$ cat src/rtl/arith_pkg.sv
`default_nettype none
// ============================================================================
//  Module      : arith_pkg
//  Description : Shared arithmetic-datapath definitions. Holds the divider
//                state encoding, the lookahead slice width and a helper that
//                returns how many slices cover a given operand width.
//  Revision    : 1.0  initial release
// ============================================================================
package arith_pkg;

    localparam int SLICE = 4;

    typedef enum logic [1:0] {
        IDLE = 2'd0,
        RUN  = 2'd1,
        DONE = 2'd2
    } state_e;

    // Number of SLICE-bit lookahead slices needed to cover 'width' bits.
    function automatic int slice_count(input int width);
        return (width + SLICE - 1) / SLICE;
    endfunction

endpackage
`default_nettype wire

$ cat src/rtl/seq_divider_if.sv
`default_nettype none
// ============================================================================
//  Module      : seq_divider_if
//  Description : Start/done handshake bundle between a controller (master)
//                and the sequential divider (slave).
//  Ports       : start, dividend, divisor   controller -> divider
//                busy, done, quotient,
//                remainder, div_by_zero     divider -> controller
//  Revision    : 1.0  initial release
// ============================================================================
interface seq_divider_if #(
    parameter int W = 8
);
    logic         start;
    logic [W-1:0] dividend;
    logic [W-1:0] divisor;
    logic         busy;
    logic         done;
    logic [W-1:0] quotient;
    logic [W-1:0] remainder;
    logic         div_by_zero;

    modport master (
        output start, dividend, divisor,
        input  busy, done, quotient, remainder, div_by_zero
    );

    modport slave (
        input  start, dividend, divisor,
        output busy, done, quotient, remainder, div_by_zero
    );
endinterface
`default_nettype wire

$ cat src/rtl/clsub4.sv
`default_nettype none
// ============================================================================
//  Module      : clsub4
//  Description : 4-bit borrow-lookahead subtractor, {bout, diff} = a - b - bin.
//                Every internal borrow is a flat sum-of-products of the
//                generate/propagate terms; slices ripple only through bout.
//  Ports       : a, b   minuend / subtrahend (4 bits)
//                bin    borrow in
//                diff   difference (4 bits)
//                bout   borrow out
//  Revision    : 1.0  initial release
// ============================================================================
module clsub4 (
    output logic [3:0] diff,
    output logic       bout,
    input  logic [3:0] a,
    input  logic [3:0] b,
    input  logic       bin
);
    logic [3:0] w_g;   // this bit borrows regardless of incoming borrow
    logic [3:0] w_p;   // this bit passes an incoming borrow through
    logic [3:0] w_bw;  // borrow into each bit

    assign w_g = ~a & b;
    assign w_p = ~(a ^ b);

    assign w_bw[0] = bin;
    assign w_bw[1] = w_g[0] | (w_p[0] & bin);
    assign w_bw[2] = w_g[1] | (w_p[1] & w_g[0]) | (w_p[1] & w_p[0] & bin);
    assign w_bw[3] = w_g[2] | (w_p[2] & w_g[1]) | (w_p[2] & w_p[1] & w_g[0])
                   | (w_p[2] & w_p[1] & w_p[0] & bin);
    assign bout    = w_g[3] | (w_p[3] & w_g[2]) | (w_p[3] & w_p[2] & w_g[1])
                   | (w_p[3] & w_p[2] & w_p[1] & w_g[0])
                   | (w_p[3] & w_p[2] & w_p[1] & w_p[0] & bin);

    assign diff = a ^ b ^ w_bw;
endmodule
`default_nettype wire

$ cat src/rtl/seq_divider.sv
`default_nettype none
// ============================================================================
//  Module      : seq_divider
//  Description : Iterative unsigned restoring divider, one quotient bit per
//                clock. Trial subtractions go through a chain of clsub4
//                borrow-lookahead slices.
//  Ports       : clk    rising-edge clock
//                rst_n  asynchronous active-low reset
//                bus    seq_divider_if.slave: start/dividend/divisor in,
//                       busy/done/quotient/remainder/div_by_zero out
//  Revision    : 1.0  initial release
// ============================================================================
module seq_divider
    import arith_pkg::*;
#(
    parameter int W = 8
) (
    input  logic             clk,
    input  logic             rst_n,
    seq_divider_if.slave     bus
);
    localparam int NS = slice_count(W + 1);
    localparam int NB = NS * SLICE;
    localparam int CW = $clog2(W + 1);

    localparam logic [1:0] ST_IDLE = IDLE;
    localparam logic [1:0] ST_RUN  = RUN;
    localparam logic [1:0] ST_DONE = DONE;

    logic [1:0]    r_state;
    logic [CW-1:0] r_cnt;
    logic [W-1:0]  r_dreg;
    logic [W-1:0]  r_rem;
    logic [W-1:0]  r_q;
    logic [W-1:0]  r_quotient;
    logic [W-1:0]  r_remainder;
    logic          r_dbz;

    logic [W:0]    w_r;
    logic [NB-1:0] w_a;
    logic [NB-1:0] w_b;
    logic [NB-1:0] w_diff;
    logic [NS:0]   w_bc;
    logic          w_borrow;
    logic [W-1:0]  w_rem_next;
    logic [W-1:0]  w_q_next;
    logic          w_unused_diff;

    // Partial remainder with the next dividend bit shifted in.
    assign w_r = {r_rem, r_q[W-1]};

    // Both operands zero-extended to a whole number of slices; the upper
    // padding bits are zero, so the final slice borrow equals the borrow of
    // the (W+1)-bit subtraction.
    assign w_a = {{(NB-W-1){1'b0}}, w_r};
    assign w_b = {{(NB-W){1'b0}}, r_dreg};

    assign w_bc[0] = 1'b0;

    generate
        for (genvar i = 0; i < NS; i++) begin : g_slice
            clsub4 u_sub (
                .diff (w_diff[i*SLICE +: SLICE]),
                .bout (w_bc[i+1]),
                .a    (w_a[i*SLICE +: SLICE]),
                .b    (w_b[i*SLICE +: SLICE]),
                .bin  (w_bc[i])
            );
        end
    endgenerate

    assign w_borrow   = w_bc[NS];
    // On borrow the trial failed: restore by keeping the unsubtracted value.
    assign w_rem_next = w_borrow ? w_r[W-1:0] : w_diff[W-1:0];
    assign w_q_next   = {r_q[W-2:0], ~w_borrow};

    // When no borrow occurs the difference fits in W bits, so the upper
    // difference bits carry no information.
    assign w_unused_diff = ^w_diff[NB-1:W];

    always_ff @(posedge clk or negedge rst_n) begin
        if (!rst_n) begin
            r_state     <= ST_IDLE;
            r_cnt       <= '0;
            r_dreg      <= '0;
            r_rem       <= '0;
            r_q         <= '0;
            r_quotient  <= '0;
            r_remainder <= '0;
            r_dbz       <= 1'b0;
        end else begin
            case (r_state)
                ST_IDLE, ST_DONE: begin
                    if (bus.start) begin
                        r_dreg <= bus.divisor;
                        r_rem  <= '0;
                        r_q    <= bus.dividend;
                        if (bus.divisor == '0) begin
                            // No iterations: report immediately.
                            r_state     <= ST_DONE;
                            r_cnt       <= '0;
                            r_quotient  <= '1;
                            r_remainder <= bus.dividend;
                            r_dbz       <= 1'b1;
                        end else begin
                            r_state <= ST_RUN;
                            r_cnt   <= CW'(W);
                            r_dbz   <= 1'b0;
                        end
                    end else if (r_state == ST_DONE) begin
                        r_state <= ST_IDLE;
                    end
                end
                ST_RUN: begin
                    r_rem <= w_rem_next;
                    r_q   <= w_q_next;
                    r_cnt <= r_cnt - CW'(1);
                    if (r_cnt == CW'(1)) begin
                        r_state     <= ST_DONE;
                        r_quotient  <= w_q_next;
                        r_remainder <= w_rem_next;
                    end
                end
                default: r_state <= ST_IDLE;
            endcase
        end
    end

    assign bus.busy        = (r_state == ST_RUN);
    assign bus.done        = (r_state == ST_DONE);
    assign bus.quotient    = r_quotient;
    assign bus.remainder   = r_remainder;
    assign bus.div_by_zero = r_dbz;
endmodule
`default_nettype wire
$ cat src/flat_wrapper.sv
// flat-port wrapper written by rule: the top's interface ports become plain ports
module seq_divider_flat import arith_pkg::*;
#(
    parameter int W = 8
)
  (clk, rst_n, bus_start, bus_dividend, bus_divisor, bus_busy, bus_done, bus_quotient, bus_remainder, bus_div_by_zero);
  seq_divider_if #(.W(W)) bus_i ();
  input  logic clk;
  input  logic rst_n;
  input wire logic [$bits(bus_i.start)-1:0] bus_start;
  input wire logic [$bits(bus_i.dividend)-1:0] bus_dividend;
  input wire logic [$bits(bus_i.divisor)-1:0] bus_divisor;
  output wire logic [$bits(bus_i.busy)-1:0] bus_busy;
  output wire logic [$bits(bus_i.done)-1:0] bus_done;
  output wire logic [$bits(bus_i.quotient)-1:0] bus_quotient;
  output wire logic [$bits(bus_i.remainder)-1:0] bus_remainder;
  output wire logic [$bits(bus_i.div_by_zero)-1:0] bus_div_by_zero;
  assign bus_i.start = bus_start;
  assign bus_i.dividend = bus_dividend;
  assign bus_i.divisor = bus_divisor;
  assign bus_busy = bus_i.busy;
  assign bus_done = bus_i.done;
  assign bus_quotient = bus_i.quotient;
  assign bus_remainder = bus_i.remainder;
  assign bus_div_by_zero = bus_i.div_by_zero;
  seq_divider #(.W(W)) u_core (.clk(clk), .rst_n(rst_n), .bus(bus_i));
endmodule
$ cat config.mk
export PLATFORM = sky130hd
export DESIGN_NAME = seq_divider_flat
export DESIGN_NICKNAME = d
export VERILOG_FILES = /design/src/rtl/arith_pkg.sv /design/src/rtl/seq_divider_if.sv /design/src/rtl/clsub4.sv /design/src/rtl/seq_divider.sv /design/src/flat_wrapper.sv
export SDC_FILE = /design/constraint.sdc
export NUM_CORES = 1
export LEC_CHECK = 0
export ABC_AREA = 1
export CORE_ASPECT_RATIO = 1.1
export CORE_MARGIN = 2
export CORE_UTILIZATION = 50
export DETAILED_ROUTE_END_ITERATION = 16
export GPL_TIMING_DRIVEN = 0
export PLACE_DENSITY = 0.85
export SLEW_MARGIN = 5
export SYNTH_ARGS = -nofsm -noshare
export SYNTH_HDL_FRONTEND = slang
export SYNTH_HIERARCHICAL = 1
export SYNTH_SLANG_ARGS = --single-unit
$ cat constraint.sdc
create_clock -name clk -period 2.65 [get_ports clk]
set_input_delay 0.3975 -clock clk [delete_from_list [all_inputs] [get_ports clk]]
set_output_delay 0.3975 -clock clk [all_outputs]
set_load 0.02 [all_outputs]
# Word-level counts from Yosys, hierarchy flattened
# Index checks and enable logic that the tools add are counted.
[classes] addsub=1 eq_ne=7 n_mux=22 bitwise=57 n_reduce_logical=8
[op_table] operator="8-bit two-way mux" n=9
[op_table] operator="8-bit one-hot mux with 2 select lines" n=4
[op_table] operator="1-bit AND" n=29
[op_table] operator="4-bit inverter" n=4
[op_table] operator="1-bit OR" n=16
[op_table] operator="4-bit bitwise XOR" n=4
[op_table] operator="4-bit AND" n=2
[op_table] operator="8-bit zero test" n=1
[op_table] operator="2-bit two-way mux" n=4
[op_table] operator="4-bit two-way mux" n=2
[op_table] operator="4-bit one-hot mux with 2 select lines" n=1
[op_table] operator="2-bit AND reduction" n=3
[op_table] operator="4-bit by 1-bit equality test with 1-bit output (second input constant)" n=1
[op_table] operator="2-bit by 1-bit != test with 1-bit output (second input constant)" n=2
[op_table] operator="1-bit inverter with 4-bit output" n=1
[op_table] operator="2-bit one-hot mux with 2 select lines" n=1
[op_table] operator="4-bit AND reduction" n=1
[op_table] operator="4-bit by 1-bit subtractor with 4-bit output (second input constant)" n=1
[op_table] operator="3-bit != test (second input constant)" n=1
[op_table] operator="2-bit by 1-bit equality test with 1-bit output (second input constant)" n=1
[op_table] operator="2-bit equality test (second input constant)" n=1
[op_table] operator="2-bit zero test" n=1
[op_table] operator="2-bit != test (second input constant)" n=1
[op_table] operator="2-bit nonzero test" n=1
[op_table] operator="3 further kinds" n=3
[totals] regBits=47 input_bits=19

# Logic depth before layout (Yosys ltp)
# Gate-level depths: netlist of run 1.
[logic_depth] depth_word=12 mapped_depth=18

# By module
# Netlist of run 1, hierarchy kept.
[modules_own_cells] module="seq_divider" n_inst=1 cells_per_inst=278 area_each_um2=2249.7 seq_area_each_um2=1176.1
[modules_own_cells] module="clsub4" n_inst=3 cells_per_inst=39 area_each_um2=250.2 seq_area_each_um2=0.0

# Least setup slack after synthesis of run 1
# OpenSTA, ideal clock, no wires.
[synth_path] kind="flip-flop to flip-flop" from="register u_core.r_rem[2]" to="register u_core.r_remainder[4], in the netlist u_core/bus.remainder[4]" setup_ns=0.066 arrival_ns=2.181 slack_ns=0.403 stages_incl_launch_ff=18 cell_sequence="dfrtp_1 -> inv_1 -> ha_1 -> nand2_1 -> inv_1 -> nand3_1 -> nand4_1 -> nand4_1 -> nand4_1 -> nand4_1 -> nand4_1 -> buf_2 -> buf_2 -> o21ai_0 -> nand2_1 -> o21ai_0 -> nand3_1 -> nand2_1"
[synth_between] elab_chain_len=12 word_cells_on_any_way=19
[synth_lines] item="from (decl)" line="seq_divider.sv:33" text="logic [W-1:0] r_rem;"
[synth_lines] item="from (signal assigned)" line="seq_divider.sv:115" text="r_rem <= w_rem_next;"
[synth_lines] item="4-bit bitwise XOR" line="clsub4.sv:25" text="assign w_p = ~(a ^ b);"
[synth_lines] item="4-bit inverter" line="clsub4.sv:25"
[synth_lines] item="1-bit AND (on tied branches)"
[synth_lines] item="1-bit OR (tied with other cells)" line="clsub4.sv:32" text="assign bout = w_g[3] | (w_p[3] & w_g[2]) | (w_p[3] & w_p[2] & w_g[1])"
[synth_lines] item="1-bit OR or 1-bit AND (tied branches)" line="clsub4.sv:32, clsub4.sv:33"
[synth_lines] item="1-bit OR (*)" line="clsub4.sv:33" text="| (w_p[3] & w_p[2] & w_p[1] & w_g[0])"
[synth_lines] item="named net u_core.w_bc[1]" line="seq_divider.sv:43" text="logic [NS:0] w_bc;"
[synth_lines] item="1-bit AND (*)" line="clsub4.sv:34" text="| (w_p[3] & w_p[2] & w_p[1] & w_p[0] & bin);"
[synth_lines] item="1-bit OR (*)" line="clsub4.sv:34"
[synth_lines] item="named net u_core.w_bc[2]" line="seq_divider.sv:43"
[synth_lines] item="1-bit AND (*)" line="clsub4.sv:34"
[synth_lines] item="named net u_core.w_bc[3]" line="seq_divider.sv:43"
[synth_lines] item="8-bit two-way mux (*)" line="seq_divider.sv:74" text="assign w_rem_next = w_borrow ? w_r[W-1:0] : w_diff[W-1:0];"
[synth_lines] item="8-bit two-way mux (*)" line="seq_divider.sv:118" text="if (r_cnt == CW'(1)) begin"
[synth_lines] item="8-bit one-hot mux with 2 select lines (*)" line="seq_divider.sv:92" text="case (r_state)"
[synth_lines] item="to (signal assigned)" line="seq_divider.sv:103" text="r_remainder <= bus.dividend;"
[synth_lines] item="to (signal assigned)" line="seq_divider.sv:121" text="r_remainder <= w_rem_next;"
[synth_lines] item="to (decl)" line="seq_divider.sv:36" text="logic [W-1:0] r_remainder;"
# Mark *: on every way through the listed nets, which the timed path passes. The rest lies on a longest branch. The select of a mux whose other input is x is not followed.
# A chain may end at the register's enable or synchronous reset.

# Worst setup path in the final report of run 1
[layout_path] from="register u_core.r_rem[1]" to="register u_core.r_remainder[5], in the netlist u_core/bus.remainder[5]"
[layout_between] elab_chain_len=12 word_cells_on_any_way=21
[layout_lines] item="4-bit inverter or 4-bit bitwise XOR (tied branches)" line="clsub4.sv:24, clsub4.sv:25"
[layout_lines] item="4-bit AND or 4-bit inverter (tied branches)" line="clsub4.sv:24, clsub4.sv:25"
[layout_lines] item="1-bit AND (on tied branches)"
[layout_lines] item="1-bit OR (tied with other cells)" line="clsub4.sv:32"
[layout_lines] item="1-bit OR or 1-bit AND (tied branches)" line="clsub4.sv:32, clsub4.sv:33"
[layout_lines] item="1-bit OR (*)" line="clsub4.sv:33"
[layout_lines] item="named net u_core.w_bc[1]" line="seq_divider.sv:43"
[layout_lines] item="1-bit AND (*)" line="clsub4.sv:28" text="assign w_bw[1] = w_g[0] | (w_p[0] & bin);"
[layout_lines] item="1-bit OR (*)" line="clsub4.sv:28"
[layout_lines] item="4-bit bitwise XOR (*)" line="clsub4.sv:36" text="assign diff = a ^ b ^ w_bw;"
[layout_lines] item="named net u_core.w_diff[5]" line="seq_divider.sv:42" text="logic [NB-1:0] w_diff;"
[layout_lines] item="8-bit two-way mux (*)" line="seq_divider.sv:74"
[layout_lines] item="8-bit two-way mux (*)" line="seq_divider.sv:118"
[layout_lines] item="8-bit one-hot mux with 2 select lines (*)" line="seq_divider.sv:92"
# Marked as above.

==> results of run 1 <==
## per-layer routing
layer,up-vias,GRT usage,share of wire
met3,9,0.0303,0.039
li1,1265,-,-
met5,-,0,0
met1,1131,0.256,0.43
met2,45,0.369,0.52
met4,0,0.0661,0.015
## through the flow
step,hold WS [ns],power (mW)
after floorplan,0.102,3.39
after global placement,0.456,4.07
after detailed placement,0.350,4.17
after CTS,0.0153,4.71
after global routing,0.0291,5.25
final,0.00746,4.76
## critical path, cell delays in order, from the launching register on
cell and delay [ns]:
dfrtp_1 0.38, inv_1 0.06, ha_1 0.33, nand2_1 0.08
inv_1 0.10, nand3_1 0.07, nand4_1 0.11, buf_4 0.15
inv_1 0.04, fa_1 0.37, xor2_1 0.13, inv_1 0.05
o21ai_0 0.13, nand2_1 0.09, o21ai_0 0.08, nand3_1 0.09
nand2_1 0.08
## worst min-delay path by stage
stage	from	endpoint
floorplan	rst_n	u_core/bus.div_by_zero$_DFFE_PN0P_
global placement	u_core/bus.quotient[4]$_DFFE_PN0P_	u_core/bus.quotient[4]$_DFFE_PN0P_
detailed placement	rst_n	u_core/bus.quotient[0]$_DFFE_PN0P_
CTS	rst_n	u_core/bus.quotient[0]$_DFFE_PN0P_
global route	rst_n	u_core/bus.remainder[3]$_DFFE_PN0P_
finish	rst_n	u_core/bus.quotient[0]$_DFFE_PN0P_
## power groups by stage
stage / registers (mW) / logic [mW] / clock network (mW)
global route: 1.34 / 3.35 / 0.567
detailed placement: 1.30 / 2.87 / 0
CTS: 1.29 / 2.89 / 0.535
global placement: 1.29 / 2.79 / 0
finish: 1.28 / 2.95 / 0.521
floorplan: 1.41 / 1.98 / 0
## state kept, by name (all words and copies together), names as in the netlist
register	cells
u_core/bus.div_by_zero	1
u_core/bus.quotient	8
u_core/bus.remainder	8
u_core/r_cnt	4
u_core/r_dreg	8
u_core/r_q	8
u_core/r_rem	8
u_core/r_state	2
## layout make-up
cell class | count | area, µm² | share of cell area
Tap cell | 75 | 93.8 | 0.0267
Inverter | 60 | 225 | 0.0640
Multi-Input combinational cell | 262 | 1420 | 0.403
Buffer | 14 | 108 | 0.0306
Clock buffer | 5 | 68.8 | 0.0196
Timing Repair Buffer | 39 | 393 | 0.112
Clock inverter | 2 | 37.5 | 0.0107
Sequential cell | 47 | 1180 | 0.334
## what timing repair did
action                     CTS  global route
hold endpoints to repair     0             0
hold buffers                 0             0
setup buffers                0             1
resized for setup            0             6
setup endpoints to repair    0            12
==> qor.yml, run 1 <==
run_status:
  status: "finished clean"
sta:
  finClkSkew_ns: 0.00572
  max_freq_ghz: 0.416
  tns_ns: 0
  min_period_over_period: 0.908
  finalCriticalPeriod_ns: 2.41
  drv_slew: 0
  hold_violations: 0
  finalWorstSetupSlack_ns: 0.244
  setup_viol: 0
placement:
  dpl.cell_count: 497
  dp_slack_ns: 0.121
  hpwl_um: 4680
  gp_congestion: 0.845
  place_area_mm2: 0.00339
  port-buffer-count: 37
detailed_routing:
  routedWlPerCell_um: 11.9
  ant_nets: 0
  via_per_inst: 4.86
  drtPass1Iterations: 4
  vias: 2450
  drc: 0
  drt_iter0_markers: 157
  routed_wl_um: 5990
worst_setup_path:
  crit_start: "u_core/r_rem[1]$_DFFE_PN0P_"
  crit_arrival_ns: 2.66
  cp.required_ns: 2.90
  r2r_end: "u_core/bus.remainder[5]$_DFFE_PN0P_"
  end_kind: "register"
  criticalPathCategory: "register to register"
  cp_max_fo: 4
  r2r-start: "u_core/r_rem[1]$_DFFE_PN0P_"
  cp-endpoint: "u_core/bus.remainder[5]$_DFFE_PN0P_"
  reg2regPathDepth: 16
  rrSetupSlack_ns: 0.24
  cp-start-kind: "register"
finish:
  final_cell_mix: "137 x nand2_1, 55 x inv_1, 47 x dfrtp_1"
  antenna_cells: 0
  final_nets: 467
  area_growth_pct: 22.5
  fin_area_mm2: 0.00352
  final_util: 0.644
  final_common_cell: "nand2_1"
  fillCellCount: 474
  instances_no_fill: 504
  drive_above_1_share: 0.107
floorplan:
  coreArea_mm2: 0.00547
  num_rows: 28
  ios: 38
  initial_core_util: 0.526
  die_area_mm2: 0.00637
  die_w_um: 76.3
  fp.dieH_um: 83.5
power:
  p_comb_frac: 0.620
  leakage_nw: 1.84
  p_clk_frac: 0.110
  switchingPower_mw: 2.19
  p_int_mw: 2.56
  switching_share: 0.461
  max-vdd-ir-drop_mv: 0.709
  powerDensity_mw_per_mm2: 1350
  pwr-share-seq: 0.270
cts:
  clkTransAtPathRegs_ns: 0.09
  cts_buffer_depth: 2
  clk_latency_ns: 0.30
  cts.sinks: 47
  cts_buffers: 5
  cts_root_buf: "clkbuf_8"
  cts_tree: "yes"
  h-tree-depth: 2
run:
  cap_violations: 0
grt:
  grt_pass1_wl_um: 10700
  grt-ovfl-total: 0
  grt_pass1_vias: 2395
  grt_start_max_net_pins: 32
  track_usage: 0.207
  antenna_found_initial: 0
yosys:
  yosys_warnings: 6
  avgSynthCellArea_um2: 7.70
  syn_inst: 373
  netlist_area_mm2: 0.00287
min_path:
  hp-class: "input pin to asynchronous set/reset pin"
No activity file was read; power rests on OpenSTA's default activity.
==> run 2: changes to the inputs <==
Settings changed: CTS_CLUSTER_DIAMETER set to 30, CTS_CLUSTER_SIZE set to 20, GPL_TIMING_DRIVEN 0 to unset.
==> run 2 against run 1 <==
  * Utilization shrank 1.8 points
  * Wire length grew 9.6%
  * Worst hold slack gained 0.064 ns
  * Critical path depth is the same
  * Clock power is essentially flat
  * Non-clock buffer count shrank 9
  * Total power shrank 0.75%
  * Worst setup slack lost 0.083 ns
  * Final area shrank 2.8%
  * Sequential cell count is the same
  * First-iteration DRC count grew 18%
==> qor.yml, run 2 (synthesized netlist as in run 1, its figures left out) <==
grt:
  grt_start_max_net_pins: 25  # was 32
  antenna_found_initial: 0  # unchanged
  track_usage: 0.219  # was 0.207
  grt-ovfl-total: 0  # unchanged
  grt_pass1_vias: 2536  # was 2395
  grt_pass1_wl_um: 11500  # was 10700 µm
floorplan:
  initial_core_util: 0.526  # unchanged
  coreArea_mm2: 0.00547  # unchanged
  die_w_um: 76.3  # unchanged
  num_rows: 28  # unchanged
  die_area_mm2: 0.00637  # unchanged
  fp.dieH_um: 83.5  # unchanged
  ios: 38  # unchanged
cts:
  clk_latency_ns: 0.30  # about the same
  cts_buffers: 5  # unchanged
  cts_buffer_depth: 2  # unchanged
  cts.sinks: 47  # unchanged
  h-tree-depth: 2  # unchanged
  cts_repair_resize_count: 0  # unchanged
  cts_root_buf: "clkbuf_8"  # unchanged
  clkTransAtPathRegs_ns: 0.09  # about the same
  hold_buffers: 0  # unchanged
  post_cts_buffers: 0  # unchanged
  cts_tree: "yes"  # unchanged
worst_setup_path:
  critPathMaxStageDelay_ns: 0.38  # about the same
  cp.required_ns: 2.89  # was 2.90 ns
  r2r-start: "u_core/r_rem[1]$_DFFE_PN0P_"  # unchanged
  r2r_end: "u_core/bus.remainder[5]$_DFFE_PN0P_"  # unchanged
  rrSetupSlack_ns: 0.16  # was 0.24 ns
  cp_common_cell: "inv_1"  # unchanged
  cp-start-kind: "register"  # unchanged
  reg2regPathDepth: 16  # unchanged
  path_buf_inv: 5  # unchanged
  end_kind: "register"  # unchanged
  crit_arrival_ns: 2.73  # was 2.66 ns
  crit_start: "u_core/r_rem[1]$_DFFE_PN0P_"  # unchanged
  criticalPathCategory: "register to register"  # unchanged
  cp_top_family: "adder cells"  # unchanged
  cp-endpoint: "u_core/bus.remainder[5]$_DFFE_PN0P_"  # unchanged
  worst_path_max_delay_cell: "dfrtp_1"  # unchanged
  path_depth: 16  # unchanged
  cp_max_fo: 4  # unchanged
  crit_path_cell_trace: "inv_1 > ha_1 > nand2_1 > inv_1 > nand3_1 > nand4_1 > buf_4 > inv_1 > fa_1 > xor2_1 > inv_1 > o21ai_0 > nand2_1 > o21ai_0 > nand3_1 > nand2_1"  # unchanged
power:
  total_power_mw: 4.72  # was 4.76 mW
  max-vdd-ir-drop_mv: 0.852  # was 0.709 mV
  powerDensity_mw_per_mm2: 1380  # was 1350 mW/mm²
  leakage_nw: 1.79  # was 1.84 nW
placement:
  dp_slack_ns: 0.269  # was 0.121 ns
  hpwl_um: 4890  # was 4680 µm
  place_area_mm2: 0.00329  # was 0.00339 mm²
  dpl.cell_count: 485  # was 497
  port-buffer-count: 37  # unchanged
  gp_congestion: 0.830  # was 0.845
detailed_routing:
  drt_iter0_markers: 185  # was 157
  routed_wl_um: 6560  # was 5990 µm
  drc: 0  # unchanged
  ant_nets: 0  # unchanged
  via_per_inst: 5.12  # was 4.86
  routedWlPerCell_um: 13.3  # was 11.9 µm
  drtPass1Iterations: 5  # was 4
  vias: 2535  # was 2450
finish:
  drive_above_1_share: 0.0833  # was 0.107
  final_common_cell: "nand2_1"  # unchanged
  final_cell_mix: "137 x nand2_1, 55 x inv_1, 47 x dfrtp_1"  # unchanged
  final_util: 0.626  # was 0.644
  antenna_cells: 0  # unchanged
  fillCellCount: 506  # was 474
  final_nets: 458  # was 467
  area_growth_pct: 19.0  # was 22.5%
  instances_no_fill: 495  # was 504
  fin_area_mm2: 0.00342  # was 0.00352 mm²
sta:
  finClkSkew_ns: 0.00315  # was 0.00572 ns
  slew-limit-headroom: 0.633
  finalWorstSetupSlack_ns: 0.161  # was 0.244 ns
  tightest_slew_ns: 0.550
  setup_viol: 0  # unchanged
  min_period_over_period: 0.939  # was 0.908
  hold_violations: 0  # unchanged
  max_freq_ghz: 0.402  # was 0.416 GHz
  finalCriticalPeriod_ns: 2.49  # was 2.41 ns
  tns_ns: 0  # unchanged
  drv_slew: 0  # unchanged
  timing.hold.ws_ns: 0.0713  # was 0.00746 ns
run_status:
  status: "finished clean"  # unchanged
min_path:
  hp-class: "input pin to asynchronous set/reset pin"  # unchanged
run:
  cap_violations: 0  # unchanged
[run 2: power by group]
part / leakage, nW / internal (mW) / switching, mW / total, mW
sequential: 0.573 / 1.07 / 0.228 / 1.30
clock: 0.0502 / 0.276 / 0.243 / 0.519
combinational: 1.17 / 1.13 / 1.77 / 2.90
[run 2: layout make-up]
type | instances | area (µm²) | area share
inverter | 60 | 225 | 0.0659
clock inverter | 2 | 37.5 | 0.0110
tap | 75 | 93.8 | 0.0274
clock buffer | 5 | 68.8 | 0.0201
multi-input combinational | 262 | 1400 | 0.409
sequential | 47 | 1180 | 0.344
timing repair buffer | 44 | 418 | 0.122
[run 2: worst min-delay path by stage]
| stage | start | to | slack [ns] | cells after the start |
|---|---|---|---|---|
| 2_1_floorplan | rst_n | u_core/bus.div_by_zero$_DFFE_PN0P_ | 0.10 | 0 |
| 3_5_place_dp | rst_n | u_core/bus.quotient[2]$_DFFE_PN0P_ | 0.42 | 1 |
| 6_report | rst_n | u_core/bus.quotient[1]$_DFFE_PN0P_ | 0.07 | 1 |
| 5_1_grt | rst_n | u_core/r_q[1]$_DFFE_PN0P_ | 0.11 | 1 |
| 3_3_place_gp | rst_n | u_core/bus.quotient[2]$_DFFE_PN0P_ | 0.40 | 1 |
| 4_1_cts | rst_n | u_core/bus.quotient[2]$_DFFE_PN0P_ | 0.08 | 1 |
[run 2: routing by layer]
layer  vias up  track usage  routed length, µm
li1       1244            -                  -
met1      1222        0.267               2660
met2        63        0.391               3580
met3         6       0.0400                274
met4         0       0.0694                 51
met5         -            0                  0
[run 2: worst reg2reg max path: stages (launching register included)]
cell	delay, ns
dfrtp_1	0.38
inv_1	0.07
ha_1	0.34
nand2_1	0.06
inv_1	0.11
nand3_1	0.08
nand4_1	0.16
buf_4	0.14
inv_1	0.04
fa_1	0.37
xor2_1	0.16
inv_1	0.06
o21ai_0	0.14
nand2_1	0.08
o21ai_0	0.07
nand3_1	0.09
nand2_1	0.09
==> run 3: changes to the inputs <==
Settings changed: CELL_PAD_IN_SITES_DETAIL_PLACEMENT set to 0, CELL_PAD_IN_SITES_GLOBAL_PLACEMENT set to 1, CORE_UTILIZATION 50 to 41, CTS_CLUSTER_DIAMETER 30 to unset, PLACE_DENSITY 0.85 to 0.92.
Clock period 2.65 ns to 2.5 ns, I/O delays scaled along.
==> run 3 against run 2 <==
  * Sequential share of layout area down 0.24 points
  * Largest cell class unchanged
  * Final area is 0.70% higher
  * Die area grew 21%
  * Wire length shrank 6.1%
  * Critical path depth down 1
==> qor.yml, run 3 (synthesized netlist as in run 1, its figures left out) <==
worst_setup_path:
  cp_max_fo: 4  # unchanged
  worst_path_max_delay_cell: "fa_1"  # was dfrtp_1
  cp-start-kind: "register"  # unchanged
  critPathMaxStageDelay_ns: 0.38  # about the same
  cp_top_family: "adder cells"  # unchanged
  crit_arrival_ns: 2.53  # was 2.73 ns
  path_buf_inv: 4  # was 5
  crit_path_cell_trace: "inv_1 > ha_1 > nand2_1 > inv_1 > nand2_1 > nand4_1 > inv_1 > fa_1 > xor2_1 > inv_1 > o21ai_1 > nand2_1 > o21ai_0 > nand3_1 > nand2_1"  # was inv_1 > ha_1 > nand2_1 > inv_1 > nand3_1 > nand4_1 > buf_4 > inv_1 > fa_1 > xor2_1 > inv_1 > o21ai_0 > nand2_1 > o21ai_0 > nand3_1 > nand2_1
  criticalPathCategory: "register to register"  # unchanged
  cp.required_ns: 2.75  # was 2.89 ns
  end_kind: "register"  # unchanged
sta:
  max_freq_ghz: 0.437  # was 0.402 GHz
  setup_viol: 0  # unchanged
  min_period_over_period: 0.915  # was 0.939
  slew-limit-headroom: 0.572  # was 0.633
  drv_slew: 0  # unchanged
  timing.hold.ws_ns: 0.0872  # was 0.0713 ns
  tightest_slew_ns: 0.641  # was 0.550 ns
  tns_ns: 0  # unchanged
  finalCriticalPeriod_ns: 2.29  # was 2.49 ns
  finClkSkew_ns: 0.00699  # was 0.00315 ns
  hold_violations: 0  # unchanged
grt:
  grt_pass1_wl_um: 10700  # was 11500 µm
  antenna_found_initial: 0  # unchanged
  grt-ovfl-total: 0  # unchanged
  track_usage: 0.171  # was 0.219
  grt_pass1_vias: 2371  # was 2536
  grt_start_max_net_pins: 30  # was 25
cts:
  clk_latency_ns: 0.30  # about the same
  hold_buffers: 0  # unchanged
  clkTransAtPathRegs_ns: 0.09  # about the same
  cts_buffers: 5  # unchanged
  cts.sinks: 47  # unchanged
  cts_tree: "yes"  # unchanged
  cts_root_buf: "clkbuf_8"  # unchanged
  h-tree-depth: 2  # unchanged
  cts_buffer_depth: 2  # unchanged
floorplan:
  coreArea_mm2: 0.00689  # was 0.00547 mm²
  fp.dieH_um: 91.8  # was 83.5 µm
  die_w_um: 83.8  # was 76.3 µm
  die_area_mm2: 0.00769  # was 0.00637 mm²
  initial_core_util: 0.417  # was 0.526
  num_rows: 32  # was 28
  ios: 38  # unchanged
detailed_routing:
  routedWlPerCell_um: 12.2  # was 13.3 µm
  drt_iter0_markers: 116  # was 185
  via_per_inst: 4.86  # was 5.12
  routed_wl_um: 6160  # was 6560 µm
  vias: 2461  # was 2535
  drtPass1Iterations: 4  # was 5
  ant_nets: 0  # unchanged
  drc: 0  # unchanged
finish:
  final_cell_mix: "137 x nand2_1, 55 x inv_1, 47 x dfrtp_1"  # unchanged
  fillCellCount: 701  # was 506
  area_growth_pct: 19.9  # was 19.0%
  final_nets: 459  # was 458
  multi_input_area_mm2: 0.00140  # unchanged
  seqCellArea_mm2: 0.00118  # unchanged
  final_common_cell: "nand2_1"  # unchanged
  antenna_cells: 0  # unchanged
  drive_above_1_share: 0.0855  # was 0.0833
run:
  cap_violations: 0  # unchanged
placement:
  port-buffer-count: 37  # unchanged
  gp_congestion: 0.798  # was 0.830
  hpwl_um: 4650  # was 4890 µm
power:
  powerDensity_mw_per_mm2: 1420  # was 1380 mW/mm²
  leakage_nw: 1.80  # was 1.79 nW
  max-vdd-ir-drop_mv: 0.757  # was 0.852 mV
run_status:
  status: "finished clean"  # unchanged
min_path:
  hp-class: "input pin to asynchronous set/reset pin"  # unchanged
-- run 3: repair_timing --
action	CTS	global route
gates resized for setup	0	4
endpoints found under the setup margin	0	8
setup buffers	0	1
hold endpoints to repair	0	0
-- run 3: routing by layer --
metal	wire, µm	track usage	part of all wire
met3	122	0.0279	0.020
met5	0	0	0
met4	108	0.0497	0.018
met2	3130	0.301	0.51
met1	2800	0.215	0.45
-- run 3: where the power goes --
group          switching [mW]  internal, mW
registers               0.229          1.14
clock network           0.252         0.292
logic                    1.82          1.17
-- run 3: final timing paths --
check	from	to	slack, ns	depth (start not counted)
setup / recovery	u_core/r_rem[1]$_DFFE_PN0P_	u_core/bus.remainder[5]$_DFFE_PN0P_	0.21	15
hold / removal	rst_n	u_core/bus.remainder[5]$_DFFE_PN0P_	0.09	1
setup reg to reg	u_core/r_rem[1]$_DFFE_PN0P_	u_core/bus.remainder[5]$_DFFE_PN0P_	0.21	15
hold reg to reg	u_core/bus.remainder[7]$_DFFE_PN0P_	u_core/bus.remainder[7]$_DFFE_PN0P_	0.47	2
max in group asynchronous	rst_n	u_core/r_cnt[3]$_DFFE_PN0P_	1.80	2
min in group clk	u_core/bus.remainder[7]$_DFFE_PN0P_	u_core/bus.remainder[7]$_DFFE_PN0P_	0.47	2
-- run 3: final cells by class --
type                       instances  area share
multi-input combinational        262       0.407
sequential                        47       0.342
timing repair buffer              45       0.125
inverter                          60      0.0654
tap                               85      0.0309
clock buffer                       5      0.0200
clock inverter                     2      0.0109
-- run 3: metrics by stage --
stage | area (µm²) | total power, mW | setup slack, ns | std cells | utilization
4_1_cts | 3430 | 4.89 | 0.153 | 505 | 0.498
2_1_floorplan | 2910 | 3.59 | 0.347 | 384 | -
6_report | 3440 | 4.90 | 0.212 | 506 | 0.500
5_1_grt | 3440 | 5.40 | -0.0233 | 506 | 0.500
3_3_place_gp | 3330 | 4.27 | 0.228 | 498 | 0.483
3_5_place_dp | 3330 | 4.33 | 0.170 | 498 | 0.483
